**config.mk**
```make
export PLATFORM = sky130hd
export DESIGN_NAME = alu_result_display
export DESIGN_NICKNAME = d
export VERILOG_FILES = /design/src/rtl/alu_result_display.sv
export SDC_FILE = /design/constraint.sdc
export NUM_CORES = 1
export LEC_CHECK = 0
export ABC_AREA = 1
export BUFFER_PORTS_ARGS = -buffer_cell sky130_fd_sc_hd__buf_2
export CORE_ASPECT_RATIO = 0.9
export CORE_UTILIZATION = 45
export CTS_CLUSTER_SIZE = 40
export DETAILED_ROUTE_END_ITERATION = 6
export HOLD_SLACK_MARGIN = 0.12
export PLACE_DENSITY = 0.64
export SYNTH_ARGS = -nofsm -noshare
export SYNTH_HDL_FRONTEND = slang
export SYNTH_SLANG_ARGS = --single-unit
```
**constraint.sdc**
```tcl
create_clock -name clk -period 2.1 [get_ports clk]
set_clock_uncertainty 0.1 [all_clocks]
set_input_delay 0.105 -clock clk [delete_from_list [all_inputs] [get_ports clk]]
set_output_delay 0.105 -clock clk [all_outputs]
set_load 0.01 [all_outputs]
```
**src/rtl/alu_result_display.sv**
```systemverilog
// alu_result_display
//   Output stage for the 8-bit ALU. Captures an 8-bit result plus the 4-bit
//   op select on a valid strobe and converts the result to decimal with a
//   sequential double-dabble (one shift per clock, 8 clocks per conversion).
//   It then time-multiplexes the Basys3 4-digit seven-segment display:
//   digit 3 shows the op code in hex, and digits 2..0 show the result in
//   decimal.
//
//   Optional build macro: SIGNED_DISPLAY_EN
//     When defined, result is treated as two's complement and its magnitude
//     is shown. Digit 3 shows '-' for negative results and is blank
//     otherwise. op_sel is still latched but is not displayed.
//
//   Parameters
//     REFRESH_DIV : clk cycles per digit slot (>= 2)
//     BLANK_LZ    : 1 = blank leading decimal zeros, 0 = always light 3 digits
//
//   Ports
//     clk     : system clock
//     rst_n   : asynchronous active-low reset
//     result  : ALU result to display
//     op_sel  : ALU op select, captured together with result
//     valid   : one-cycle capture strobe
//     busy    : high while a conversion is in progress
//     seg     : {g,f,e,d,c,b,a}, active-low
//     an      : digit anodes, active-low, an[0] = rightmost digit
module alu_result_display #(
    parameter int REFRESH_DIV = 100000,
    parameter int BLANK_LZ    = 1
) (
    input  logic       clk,
    input  logic       rst_n,
    input  logic [7:0] result,
    input  logic [3:0] op_sel,
    input  logic       valid,
    output logic       busy,
    output logic [6:0] seg,
    output logic [3:0] an
);

    localparam int RW = $clog2(REFRESH_DIV);

    typedef enum logic {IDLE, CONVERT} state_t;

    state_t        state_q, state_d;
    logic [7:0]    shift_q, shift_d;
    logic [11:0]   bcd_q, bcd_d;
    logic [2:0]    cnt_q, cnt_d;
    logic [3:0]    op_cvt_q, op_cvt_d;
    logic          pend_q, pend_d;
    logic [7:0]    pend_result_q, pend_result_d;
    logic [3:0]    pend_op_q, pend_op_d;
    logic          busy_q, busy_d;
    logic [3:0]    hund_q, hund_d;
    logic [3:0]    tens_q, tens_d;
    logic [3:0]    ones_q, ones_d;
    logic [3:0]    op_q, op_d;
`ifdef SIGNED_DISPLAY_EN
    logic          neg_cvt_q, neg_cvt_d;
    logic          neg_q, neg_d;
`endif
    logic [RW-1:0] refresh_q, refresh_d;
    logic [1:0]    digit_q, digit_d;
    logic [6:0]    seg_q, seg_d;
    logic [3:0]    an_q, an_d;

    logic [11:0]   bcd_step;
    logic [7:0]    load_result;
    logic [3:0]    load_op;

    // Value actually fed to the converter: raw byte, or magnitude when signed.
    function automatic logic [7:0] magnitude(input logic [7:0] r);
`ifdef SIGNED_DISPLAY_EN
        // -128 negates to 8'h80, which reads as 128 unsigned.
        magnitude = r[7] ? (~r + 8'd1) : r;
`else
        magnitude = r;
`endif
    endfunction

    // One double-dabble iteration: add 3 to every BCD nibble >= 5, then shift
    // the next binary bit in at the LSB.
    function automatic logic [11:0] dabble_step(input logic [11:0] bcd, input logic b);
        logic [11:0] adj;
        adj = bcd;
        for (int i = 0; i < 3; i++) begin
            if (adj[4*i +: 4] >= 4'd5) begin
                adj[4*i +: 4] = adj[4*i +: 4] + 4'd3;
            end
        end
        dabble_step = {adj[10:0], b};
    endfunction

    function automatic logic [6:0] hex_glyph(input logic [3:0] v);
        case (v)
            4'h0: hex_glyph = 7'h40;
            4'h1: hex_glyph = 7'h79;
            4'h2: hex_glyph = 7'h24;
            4'h3: hex_glyph = 7'h30;
            4'h4: hex_glyph = 7'h19;
            4'h5: hex_glyph = 7'h12;
            4'h6: hex_glyph = 7'h02;
            4'h7: hex_glyph = 7'h78;
            4'h8: hex_glyph = 7'h00;
            4'h9: hex_glyph = 7'h10;
            4'hA: hex_glyph = 7'h08;
            4'hB: hex_glyph = 7'h03;
            4'hC: hex_glyph = 7'h46;
            4'hD: hex_glyph = 7'h21;
            4'hE: hex_glyph = 7'h06;
            default: hex_glyph = 7'h0E;
        endcase
    endfunction

    // Conversion FSM, pending buffer and display registers.
    always_comb begin
        state_d       = state_q;
        shift_d       = shift_q;
        bcd_d         = bcd_q;
        cnt_d         = cnt_q;
        op_cvt_d      = op_cvt_q;
        pend_d        = pend_q;
        pend_result_d = pend_result_q;
        pend_op_d     = pend_op_q;
        busy_d        = busy_q;
        hund_d        = hund_q;
        tens_d        = tens_q;
        ones_d        = ones_q;
        op_d          = op_q;
`ifdef SIGNED_DISPLAY_EN
        neg_cvt_d     = neg_cvt_q;
        neg_d         = neg_q;
`endif
        bcd_step      = dabble_step(bcd_q, shift_q[7]);
        // A valid on the completion edge wins over older pending data.
        load_result   = valid ? result : pend_result_q;
        load_op       = valid ? op_sel : pend_op_q;

        case (state_q)
            IDLE: begin
                if (valid) begin
                    shift_d   = magnitude(result);
                    op_cvt_d  = op_sel;
`ifdef SIGNED_DISPLAY_EN
                    neg_cvt_d = result[7];
`endif
                    bcd_d     = 12'd0;
                    cnt_d     = 3'd0;
                    busy_d    = 1'b1;
                    state_d   = CONVERT;
                end
            end
            default: begin
                bcd_d   = bcd_step;
                shift_d = {shift_q[6:0], 1'b0};
                cnt_d   = cnt_q + 3'd1;
                if (cnt_q == 3'd7) begin
                    hund_d = bcd_step[11:8];
                    tens_d = bcd_step[7:4];
                    ones_d = bcd_step[3:0];
                    op_d   = op_cvt_q;
`ifdef SIGNED_DISPLAY_EN
                    neg_d  = neg_cvt_q;
`endif
                    if (valid || pend_q) begin
                        // Restart straight away; busy stays high.
                        shift_d   = magnitude(load_result);
                        op_cvt_d  = load_op;
`ifdef SIGNED_DISPLAY_EN
                        neg_cvt_d = load_result[7];
`endif
                        bcd_d     = 12'd0;
                        cnt_d     = 3'd0;
                        pend_d    = 1'b0;
                    end else begin
                        busy_d  = 1'b0;
                        state_d = IDLE;
                    end
                end else if (valid) begin
                    pend_d        = 1'b1;
                    pend_result_d = result;
                    pend_op_d     = op_sel;
                end
            end
        endcase
    end

    // Scan: free-running, never touched by the conversion logic.
    always_comb begin
        refresh_d = refresh_q + RW'(1);
        digit_d   = digit_q;
        if (refresh_q == RW'(REFRESH_DIV - 1)) begin
            refresh_d = '0;
            digit_d   = digit_q + 2'd1;
        end

        an_d = ~(4'b0001 << digit_q);
        case (digit_q)
            2'd0: seg_d = hex_glyph(ones_q);
            2'd1: seg_d = (BLANK_LZ != 0 && hund_q == 4'd0 && tens_q == 4'd0)
                          ? 7'h7F : hex_glyph(tens_q);
            2'd2: seg_d = (BLANK_LZ != 0 && hund_q == 4'd0) ? 7'h7F : hex_glyph(hund_q);
`ifdef SIGNED_DISPLAY_EN
            default: seg_d = neg_q ? 7'h3F : 7'h7F;
`else
            default: seg_d = hex_glyph(op_q);
`endif
        endcase
    end

    always_ff @(posedge clk or negedge rst_n) begin
        if (!rst_n) begin
            state_q       <= IDLE;
            shift_q       <= 8'd0;
            bcd_q         <= 12'd0;
            cnt_q         <= 3'd0;
            op_cvt_q      <= 4'd0;
            pend_q        <= 1'b0;
            pend_result_q <= 8'd0;
            pend_op_q     <= 4'd0;
            busy_q        <= 1'b0;
            hund_q        <= 4'd0;
            tens_q        <= 4'd0;
            ones_q        <= 4'd0;
            op_q          <= 4'd0;
`ifdef SIGNED_DISPLAY_EN
            neg_cvt_q     <= 1'b0;
            neg_q         <= 1'b0;
`endif
            refresh_q     <= '0;
            digit_q       <= 2'd0;
            seg_q         <= 7'h7F;
            an_q          <= 4'hF;
        end else begin
            state_q       <= state_d;
            shift_q       <= shift_d;
            bcd_q         <= bcd_d;
            cnt_q         <= cnt_d;
            op_cvt_q      <= op_cvt_d;
            pend_q        <= pend_d;
            pend_result_q <= pend_result_d;
            pend_op_q     <= pend_op_d;
            busy_q        <= busy_d;
            hund_q        <= hund_d;
            tens_q        <= tens_d;
            ones_q        <= ones_d;
            op_q          <= op_d;
`ifdef SIGNED_DISPLAY_EN
            neg_cvt_q     <= neg_cvt_d;
            neg_q         <= neg_d;
`endif
            refresh_q     <= refresh_d;
            digit_q       <= digit_d;
            seg_q         <= seg_d;
            an_q          <= an_d;
        end
    end

    assign busy = busy_q;
    assign seg  = seg_q;
    assign an   = an_q;

endmodule

```
==> out/qor.yml, run 1 <==
run_status:
  outcome: "completed"
logic_synthesis:
  synth_xor_xnor_area_share_pct: 2.13
  synth-seq-area-share_pct: 41.4
  synth_top_family_by_area: "simple AND/OR/NAND/NOR gates"
  async_flop_share_pct: 100
  avgSynthCellArea_um2: 7.89
  ys_ff_latch: 88
  yosys_warnings: 0
  yosysTopAreaCellShare_pct: 36.0
  yosysUniqueCellTypes: 39
  syn-cell-area_mm2: 0.00535
  synthFlopType: "dfrtp_1"
  synthSimpleGateAreaFrac_pct: 23.9
  synth-edff-count: 0
  yosysTopAreaCell: "dfrtp_1"
  syn-num-nets: 734
  synthAdderAreaFrac_pct: 9.59
  muxShareOfSynthArea_pct: 0
  syn_inst: 678
  yosys-top-cells-area: "dfrtp_1, nand2_1, ha_1"
  synth-compound-area-share_pct: 14.0
setup_path:
  cpPeakStageDelay_ns: 0.43
  crit_fanout: 6
  crit_chain: "inv_1 -> ha_1 -> inv_1 -> nand2_1 -> nand2_1 -> nand2_1 -> o21ai_0 -> nand2_1 -> nor2_1 -> nor2_1"
  critPathRequiredTime_ns: 2.27
  arrival_ns: 1.96
  endpoint_kind: "flip-flop"
  path_common_cell: "nand2_1"
  critical_path_class: "flip-flop to flip-flop"
  worst_setup_path_start_kind: "flip-flop"
  r2r_setup_slack_ns: 0.31
  crit_slowest_cell: "dfrtp_1"
clock_tree:
  htreeDepth: 3
  cts_tree: "yes"
  clk_pin_slew_ns: 0.06
  cts.sink_count: 88
  cts_max_path_buffers: 2
  cts_resized: 0
  root_buffer: "clkbuf_16"
  worstSkewPairLatency_ns: 0.35
  cts_made_buffers: 9
timing:
  rsz0062_at_grt: "false"
  final.setup.tns_ns: 0
  final_max_slew_viol_count: 0
  timing.fmax_mhz: 560
  final_hold_viol_count: 0
  worstMarginPinSlew_ns: 0.579
  finalCritPeriodShare_pct: 85.1
  slew_headroom_pct: 61.4
  period_minus_slack_ns: 1.79
  setup_viol: 0
route:
  drtAntennaViolNets: 0
  dr_total_vias: 4409
  wl_per_cell_um: 12.7
  drt_iter0_markers: 266
  drt_wl_total_mm: 11.1
  drc: 0
  via_per_inst: 5.06
  drt_first_pass_iters: 5
finish:
  syn_to_final_growth_pct: 12.7
  final-seq-area_mm2: 0.00222
  nets: 766
  fillers: 1095
  multi_input_area_mm2: 0.00265
  drive_above_1_share_pct: 11.5
  diodes: 0
global_routing:
  gr-max-usage-layer: "met2"
  track_usage_pct: 19.8
  grt_pass1_vias: 4190
  overflow: 0
  antenna_found_initial: 0
  grt_pass1_wl_mm: 19.1
  grt_util_met3_pct: 5.29
  gr-usage-met2_pct: 31.3
  use_met1_pct: 26.1
  grt_max_degree: 46
job:
  maxCapViolations: 0
pwr:
  p_leak_nw: 3.02
  p_total_mw: 7.99
  p_per_area_mw_per_mm2: 1330
  vdd_ir_drop_max_v: 0.000555
floorplan:
  start_util_pct: 46.4
  io_pins: 27
  dieArea_mm2: 0.0123
  die_h_um: 105
  rows: 37
  core_mm2: 0.0115
  die_w_um: 117
placement:
  port_buffers: 26
  gp_congestion: 0.859
  dp_hpwl_mm: 8.00
hold_path:
  hp-class: "input pin to flip-flop"
[state kept, by name (all words and copies together), names as in the netlist]
name           flops
op_cvt_q           4
op_q               4
pend_result_q      8
refresh_q         17
busy               1
tens_q             4
digit_q            2
ones_q             4
state_q            1
shift_q            8
bcd_q             12
an                 4
pend_q             1
hund_q             4
cnt_q              3
seg                7
pend_op_q          4
[logic make-up (layout without fill, tap and decap cells)]
family,after synthesis,count (layout)
adder cells (fa/ha/maj),41,41
XOR/XNOR,13,13
buffers and inverters,110,147
AND/OR/NAND/NOR,296,296
flip-flops,88,88
AO/OA/AOI/OAI,130,130
[worst max-delay path: cells and delay by family (launching register included)]
| family | cells | cell delay (ns) |
|---|---|---|
| AOI/OAI and AO/OA | 1 | 0.25 |
| DFF | 1 | 0.43 |
| adders and majority gates | 1 | 0.28 |
| buffers and inverters | 2 | 0.21 |
| and+or+nand+nor | 6 | 0.44 |
[synthesized netlist by cell type (all sizes together), types with 9 or more instances]
library cell	n
o21ai	64
inv	86
o22ai	12
nand3	49
dfrtp	77
ha	41
xor2	11
a31oi	9
nor2	64
nand2	174
a21oi	29
buf	20
dfstp	11
[final timing paths]
| kind | endpoint | cells after the start | start |
|---|---|---|---|
| worst max-delay path | seg[3]$_DFF_PN1_ | 10 | hund_q[0]$_DFFE_PN0P_ |
| worst min-delay path | state_q$_DFF_PN0_ | 3 | valid |
| worst max register to register | seg[3]$_DFF_PN1_ | 10 | hund_q[0]$_DFFE_PN0P_ |
| worst min register to register | refresh_q[0]$_DFF_PN0_ | 1 | refresh_q[0]$_DFF_PN0_ |
| max in group asynchronous | pend_op_q[2]$_DFFE_PN0P_ | 3 | rst_n |
| min in group asynchronous | digit_q[1]$_DFFE_PN0N_ | 2 | rst_n |
[per-layer routing]
metal	vias to the layer above	share of wire, %
met5	-	0
met4	0	1.5
met3	12	3.4
met2	87	47
met1	2043	48
li1	2267	-
[cell usage in the layout, fill, tap and decap left out, types with 2 or more instances in the layout]
| cell | n |
|---|---|
| a211oi_1 | 2 |
| a21oi_1 | 29 |
| a31oi_1 | 9 |
| buf_2 | 25 |
| buf_4 | 4 |
| bufinv_16 | 2 |
| clkbuf_16 | 9 |
| dfrtp_1 | 77 |
| dfstp_2 | 11 |
| dlygate4sd3_1 | 13 |
| ha_1 | 41 |
| inv_1 | 80 |
| inv_2 | 4 |
| inv_4 | 2 |
| inv_6 | 2 |
| nand2_1 | 168 |
| nand2_2 | 2 |
| nand2_4 | 4 |
| nand3_1 | 48 |
| nand4_1 | 2 |
| nor2_1 | 57 |
| nor2_2 | 4 |
| nor2_4 | 3 |
| nor3_1 | 4 |
| o21ai_0 | 55 |
| o21ai_1 | 9 |
| o221ai_1 | 7 |
| o22ai_1 | 12 |
| o31ai_2 | 4 |
| xnor2_1 | 2 |
| xor2_1 | 11 |
[per-stage QoR]
stage / worst slack (ns) / utilization [%] / instance area, µm² / instances / hold WS, ns
after floorplan: 0.544 / - / 5350 / 678 / -0.291
after global placement: 0.432 / 48.4 / 5580 / 842 / 0.0468
after detailed placement: 0.365 / 48.4 / 5580 / 842 / 0.0561
after CTS: 0.344 / 52.3 / 6030 / 871 / 0.151
after global routing: 0.158 / 52.3 / 6030 / 871 / 0.197
final: 0.313 / 52.3 / 6030 / 871 / 0.172
[final cells by class]
type | count | share of cell area (%)
Tap cell | 156 | 3.24
Clock buffer | 10 | 3.80
Timing Repair Buffer | 43 | 5.06
Multi-Input combinational cell | 480 | 44.0
Sequential cell | 88 | 36.8
Clock inverter | 6 | 1.49
Inverter | 88 | 5.64
[power breakdown]
group | total (mW) | internal [mW] | switching, mW | leakage, nW
clock | 1.73 | 1.05 | 0.677 | 0.153
sequential | 2.86 | 2.35 | 0.508 | 1.07
combinational | 3.41 | 1.28 | 2.12 | 1.80
[what timing repair did]
action	in CTS	in global routing
buffers inserted	0	0
endpoints found under the hold margin	67	0
hold buffers	13	0
Note: power is estimated with default switching activity, not from simulation.
==> run 2: changes to the inputs <==
--- a/config.mk
+++ b/config.mk
@@ -8,11 +8,12 @@
 export ABC_AREA = 1
 export BUFFER_PORTS_ARGS = -buffer_cell sky130_fd_sc_hd__buf_2
 export CORE_ASPECT_RATIO = 0.9
-export CORE_UTILIZATION = 45
+export CORE_UTILIZATION = 47
 export CTS_CLUSTER_SIZE = 40
 export DETAILED_ROUTE_END_ITERATION = 6
 export HOLD_SLACK_MARGIN = 0.12
-export PLACE_DENSITY = 0.64
+export PLACE_DENSITY = 0.66
+export REMOVE_ABC_BUFFERS = 1
 export SYNTH_ARGS = -nofsm -noshare
 export SYNTH_HDL_FRONTEND = slang
 export SYNTH_SLANG_ARGS = --single-unit
==> run 2 against run 1 <==
  * Global-route usage up 0.52 points
  * Sequential share of layout area down 0.099 points
  * Non-clock buffer count up 1
  * Clock power about the same
  * Core utilization up 2.9 points
  * Die area down 4.2%
  * Critical path depth unchanged
  * First-iteration DRC count down 7.9%
  * Critical endpoint is now seg[1]$_DFF_PN1_
  * Register-to-register slack about the same
  * Worst setup slack better by 0.015 ns
  * Hold slack better by 0.0076 ns
  * Routed wire length down 2.0%
==> out/qor.yml, run 2 (synthesis results as in run 1) <==
clock_tree:
  cts_tree: "yes"
  cts_setup_buffers: 0  # unchanged
  cts_max_path_buffers: 2  # unchanged
  root_buffer: "clkbuf_16"
  htreeDepth: 3  # unchanged
  worstSkewPairLatency_ns: 0.35  # about the same
  cts.sink_count: 88  # unchanged
  cts_resized: 0  # unchanged
  cts_made_buffers: 9  # unchanged
  clk_pin_slew_ns: 0.06  # about the same
  cts_hold_repair.buffers: 13  # unchanged
setup_path:
  endpoint_kind: "flip-flop"
  crit_chain: "inv_1 -> ha_1 -> nand2_1 -> nor2_1 -> nand2_1 -> nand3_1 -> nand2_1 -> nand2_1 -> nor2_1 -> nor2_1"
  crit_family: "simple AND/OR/NAND/NOR gates"
  critPathRequiredTime_ns: 2.27  # about the same
  path_common_cell: "nand2_1"
  critical_path_class: "flip-flop to flip-flop"
  crit_fanout: 6  # unchanged
  reg2reg_from: "hund_q[0]$_DFFE_PN0P_"
  cpPeakStageDelay_ns: 0.45  # +0.02 ns
  cp-startpoint: "hund_q[0]$_DFFE_PN0P_"
  crit_slowest_cell: "dfrtp_1"
  path_buf_inv: 1  # -1
  arrival_ns: 1.94  # -0.02 ns
  worst_setup_path_start_kind: "flip-flop"
job:
  maxCapViolations: 0  # unchanged
timing:
  worstMarginPinSlew_ns: 0.573  # -0.00521 ns
  period_minus_slack_ns: 1.77  # -0.0148 ns
  final_max_slew_viol_count: 0  # unchanged
  setup_viol: 0  # unchanged
  final_hold_viol_count: 0  # unchanged
  rsz0062_at_grt: "false"
  timing.fmax_mhz: 564  # +0.83%
  slew_headroom_pct: 61.8  # +0.35 points
  final.setup.tns_ns: 0  # unchanged
  finalCritPeriodShare_pct: 84.4  # -0.70 points
run_status:
  outcome: "completed"
pwr:
  p_leak_nw: 3.03  # +0.34%
  vdd_ir_drop_max_v: 0.000718  # +29%
  p_per_area_mw_per_mm2: 1330  # +0.11%
  p_total_mw: 8.02  # +0.38%
finish:
  final_common_cell: "nand2_1"
  reg.largest.list: "refresh_q (17), bcd_q (12)"
  nets: 767  # +0.13%
  final_area_mm2: 0.00605  # +0.27%
  syn_to_final_growth_pct: 13.0
  final_util_pct: 55.2  # +2.9 points
  final_cell_mix: "nand2_1, inv_1, dfrtp_1, nor2_1, o21ai_0"
  largest_reg_flops: 17  # unchanged
  regMostFlops: "refresh_q"
  diodes: 0  # unchanged
  drive_above_1_share_pct: 11.6  # +0.12 points
route:
  drc: 0  # unchanged
  drtAntennaViolNets: 0  # unchanged
  via_per_inst: 5.12  # +1.1%
  dr_total_vias: 4442  # +0.75%
  drt_iter0_markers: 245  # -7.9%
  drt_wl_total_mm: 10.8  # -2.0%
  drt_first_pass_iters: 5  # unchanged
  wl_per_cell_um: 12.5  # -1.7%
placement:
  port_buffers: 26  # unchanged
  place_area_mm2: 0.00558  # about the same
  dp_hpwl_mm: 7.88  # -1.5%
  gp_congestion: 0.866  # +0.81%
floorplan:
  rows: 36  # -2.7%
  dieArea_mm2: 0.0118  # -4.2%
  die_h_um: 103  # -2.1%
  start_util_pct: 48.9  # +2.5 points
  core_mm2: 0.0109  # -5.0%
  die_w_um: 114  # -2.1%
  io_pins: 27  # unchanged
global_routing:
  track_usage_pct: 20.3  # +0.52 points
  grt_pass1_wl_mm: 18.7  # -1.9%
  antenna_found_initial: 0  # unchanged
  grt_max_degree: 45  # -2.2%
  grt_pass1_vias: 4105  # -2.0%
  overflow: 0  # unchanged
hold_path:
  hp-class: "input pin to flip-flop"
  holdCritStartpoint: "valid"
==> run 2: changes by cell type in the layout (fill, tap and decap cells not counted), sizes merged <==
cell	previous run	this run
clkbuf	10	12
inv	88	86
buf	30	31
==> run 2: per-stage QoR <==
step                      cells  setup WS (ns)  hold WS [ns]
after floorplan             656          0.304        -0.291
after global placement      839          0.428        0.0442
after detailed placement    839          0.347        0.0527
after CTS                   868          0.348         0.166
after global routing        868          0.134         0.197
final                       868          0.328         0.179
==> run 2: cell type report <==
cell class	instances	area, µm²
sequential	88	2220
fill	1021	4900
clock buffer	12	256
timing repair buffer	44	313
inverter	88	340
clock inverter	4	76.3
tap	152	190
multi-input combinational	480	2650
==> run 2: report_power, final <==
| part | leakage (nW) | total, mW | internal (mW) | switching [mW] |
|---|---|---|---|---|
| logic | 1.80 | 3.40 | 1.29 | 2.11 |
| clock network | 0.159 | 1.76 | 1.11 | 0.652 |
| registers | 1.07 | 2.86 | 2.35 | 0.509 |
| total | 3.03 | 8.02 | 4.75 | 3.28 |
==> run 2: worst paths after layout <==
| check | endpoint | slack (ns) | cells past startpoint |
|---|---|---|---|
| worst max-delay path | seg[1]$_DFF_PN1_ | 0.33 | 10 |
| worst min-delay path | pend_result_q[3]$_DFFE_PN0P_ | 0.18 | 3 |
| worst min register to register | refresh_q[0]$_DFF_PN0_ | 0.37 | 1 |
| worst max register to register | seg[1]$_DFF_PN1_ | 0.33 | 10 |
| min in group asynchronous | digit_q[0]$_DFFE_PN0N_ | 0.21 | 2 |
| max in group asynchronous | busy$_DFFE_PN0P_ | 1.05 | 3 |
==> run 2: metal layers <==
layer  vias to the layer above  wire length (µm)  track usage [%]
li1                       2276                 -                -
met1                      2059              5300             26.7
met2                        94              4940             32.2
met3                        13               441             5.59
met4                         0               151             7.49
met5                         -                 0                0
==> run 2: worst register-to-register path, cell delays in order (launching register included) <==
cell	delay [ns]
dfrtp_1	0.45
inv_1	0.15
ha_1	0.28
nand2_1	0.09
nor2_1	0.04
nand2_1	0.16
nand3_1	0.13
nand2_1	0.08
nand2_1	0.07
nor2_1	0.10
nor2_1	0.05
==> run 3: changes to the inputs <==
==> constraint.sdc (replaced) <==
create_clock -name clk -period 1.7 [get_ports clk]
set_clock_uncertainty 0.1 [all_clocks]
set_input_delay 0.085 -clock clk [delete_from_list [all_inputs] [get_ports clk]]
set_output_delay 0.085 -clock clk [all_outputs]
set_load 0.01 [all_outputs]
==> run 3 against run 2 <==
  * Final area is 2.3% higher
  * Critical path type unchanged
  * Count of clock-buffer cells in the layout is 1 lower
  * Via count is 1.5% higher
  * Die area is the same
  * Combinational power is 35% higher
  * Sequential share of layout area decreased by 0.80 points
  * Critical path depth decreased by 3
  * Sequential power up 20%
  * Cell count increased by 2.1%
  * Non-clock buffer count rose by 18
  * Critical endpoint is now pend_result_q[7]$_DFFE_PN0P_
  * Largest cell class unchanged
  * Register-to-register slack lost 0.22 ns
==> out/qor.yml, run 3 (synthesis results as in run 1) <==
run_status:
  outcome: "completed"
global_routing:
  grt_max_degree: 38  # -16%
  grt_pass1_vias: 4108  # +0.073%
  track_usage_pct: 20.4  # +0.080 points
  antenna_found_initial: 0  # unchanged
  grt_pass1_wl_mm: 18.8  # +0.59%
  overflow: 0  # unchanged
clock_tree:
  cts_max_path_buffers: 2  # unchanged
  clk_pin_slew_ns: 0.07  # about the same
  cts_tree: "yes"
  cts_made_buffers: 9  # unchanged
  htreeDepth: 3  # unchanged
  root_buffer: "clkbuf_16"
  cts.sink_count: 88  # unchanged
  worstSkewPairLatency_ns: 0.35  # about the same
setup_path:
  worst_setup_path_start_kind: "flip-flop"
  critical_path_class: "flip-flop to flip-flop"
  cp-startpoint: "cnt_q[0]$_DFFE_PN0P_"
  critPathRequiredTime_ns: 1.87  # -0.40 ns
  r2r_cells: 7  # -3
  endpoint_kind: "flip-flop"
  arrival_ns: 1.76  # -0.18 ns
  reg2reg_from: "cnt_q[0]$_DFFE_PN0P_"
  crit_fanout: 25  # +19
finish:
  regMostFlops: "refresh_q"
  final_cell_mix: "nand2_1, inv_1, dfrtp_1, nor2_1, o21ai_0"
  final_area_mm2: 0.00619  # +2.3%
  syn_to_final_growth_pct: 15.6
  final_common_cell: "nand2_1"
  final_util_pct: 56.5  # +1.3 points
  drive_above_1_share_pct: 15.0  # +3.4 points
  largest_reg_flops: 17  # unchanged
  fin_cells: 886  # +2.1%
  diodes: 0  # unchanged
  fillers: 1004  # -1.7%
  reg.largest.list: "refresh_q (17), bcd_q (12)"
  nets: 785  # +2.3%
floorplan:
  io_pins: 27  # unchanged
  core_mm2: 0.0109  # unchanged
  rows: 36  # unchanged
  dieArea_mm2: 0.0118  # unchanged
  start_util_pct: 48.9  # unchanged
  die_w_um: 114  # unchanged
  die_h_um: 103  # unchanged
route:
  drt_first_pass_iters: 5  # unchanged
  drt_wl_total_mm: 11.2  # +3.1%
  via_per_inst: 5.09  # -0.60%
  dr_total_vias: 4507  # +1.5%
  drt_iter0_markers: 238  # -2.9%
  wl_per_cell_um: 12.6  # +0.98%
  drc: 0  # unchanged
  drtAntennaViolNets: 0  # unchanged
placement:
  place_area_mm2: 0.00572  # +2.5%
  dp.cells: 854  # +1.8%
  gp_congestion: 0.874  # +0.89%
  port_buffers: 26  # unchanged
  dp_hpwl_mm: 8.20  # +4.1%
timing:
  period_minus_slack_ns: 1.59  # -0.182 ns
  finalCritPeriodShare_pct: 93.5  # +9.2 points
  worstMarginPinSlew_ns: 0.476  # -0.0970 ns
  final.setup.tns_ns: 0  # unchanged
  timing.fmax_mhz: 629  # +11%
  final_hold_viol_count: 0  # unchanged
  holdWs_ns: 0.138  # -0.0410 ns
  setup_viol: 0  # unchanged
  rsz0062_at_grt: "true"
  slew_headroom_pct: 68.2  # +6.5 points
  final_max_slew_viol_count: 0  # unchanged
hold_path:
  hp-class: "input pin to async pin"
pwr:
  p_leak_nw: 3.10  # +2.2%
  vdd_ir_drop_max_v: 0.000764  # +6.4%
  p_per_area_mw_per_mm2: 1600  # +21%
job:
  maxCapViolations: 0  # unchanged
## run 3: worst max-delay path: stages (launching register included)
cell	delay (ns)
dfrtp_1	0.39
ha_1	0.20
ha_2	0.20
buf_4	0.15
nor2_4	0.11
buf_12	0.16
nor2_1	0.05
a31oi_1	0.14
## run 3: final cells by class
type | count | area (µm²) | share of cell area, %
clock inverter | 5 | 38.8 | 0.627
inverter | 88 | 340 | 5.50
clock buffer | 11 | 243 | 3.92
sequential | 88 | 2220 | 35.9
tap | 152 | 190 | 3.07
timing repair buffer | 62 | 475 | 7.68
multi-input combinational | 480 | 2680 | 43.3
## run 3: where the power goes
group | leakage (nW) | internal (mW) | switching, mW
combinational | 1.90 | 1.82 | 2.78
clock | 0.137 | 1.04 | 0.840
sequential | 1.07 | 2.91 | 0.529
total | 3.10 | 5.77 | 4.15
## run 3: metrics by stage
stage	setup WS (ns)	total power [mW]
2_1_floorplan	-0.0963	6.60
5_1_grt	-0.0290	10.8
6_report	0.110	9.92
3_5_place_dp	0.0414	7.94
3_3_place_gp	0.0965	7.79
4_1_cts	0.0195	9.88
## run 3: final timing paths
path	endpoint	slack (ns)
worst max-delay path	pend_result_q[7]$_DFFE_PN0P_	0.11
worst min-delay path	tens_q[1]$_DFFE_PN0P_	0.14
worst max register to register	pend_result_q[7]$_DFFE_PN0P_	0.11
worst min register to register	refresh_q[2]$_DFF_PN0_	0.40
max in group asynchronous	hund_q[0]$_DFFE_PN0P_	0.70
min in group clk	refresh_q[2]$_DFF_PN0_	0.40
## run 3: what timing repair did
| item | 4_1_cts | 5_1_grt |
|---|---|---|
| setup endpoints to repair | 0 | 38 |
| resized for setup | 0 | 14 |
| hold buffers | 14 | 0 |
| hold endpoints to repair | 117 | 0 |
| setup buffers | 0 | 2 |
## run 3: layer usage
metal / vias up / GRT usage, % / part of all wire [%]
met1: 2095 / 27.9 / 50
met4: 0 / 7.29 / 1.6
met2: 87 / 31.6 / 45
li1: 2311 / - / -
met3: 14 / 5.07 / 3.7
met5: - / 0 / 0
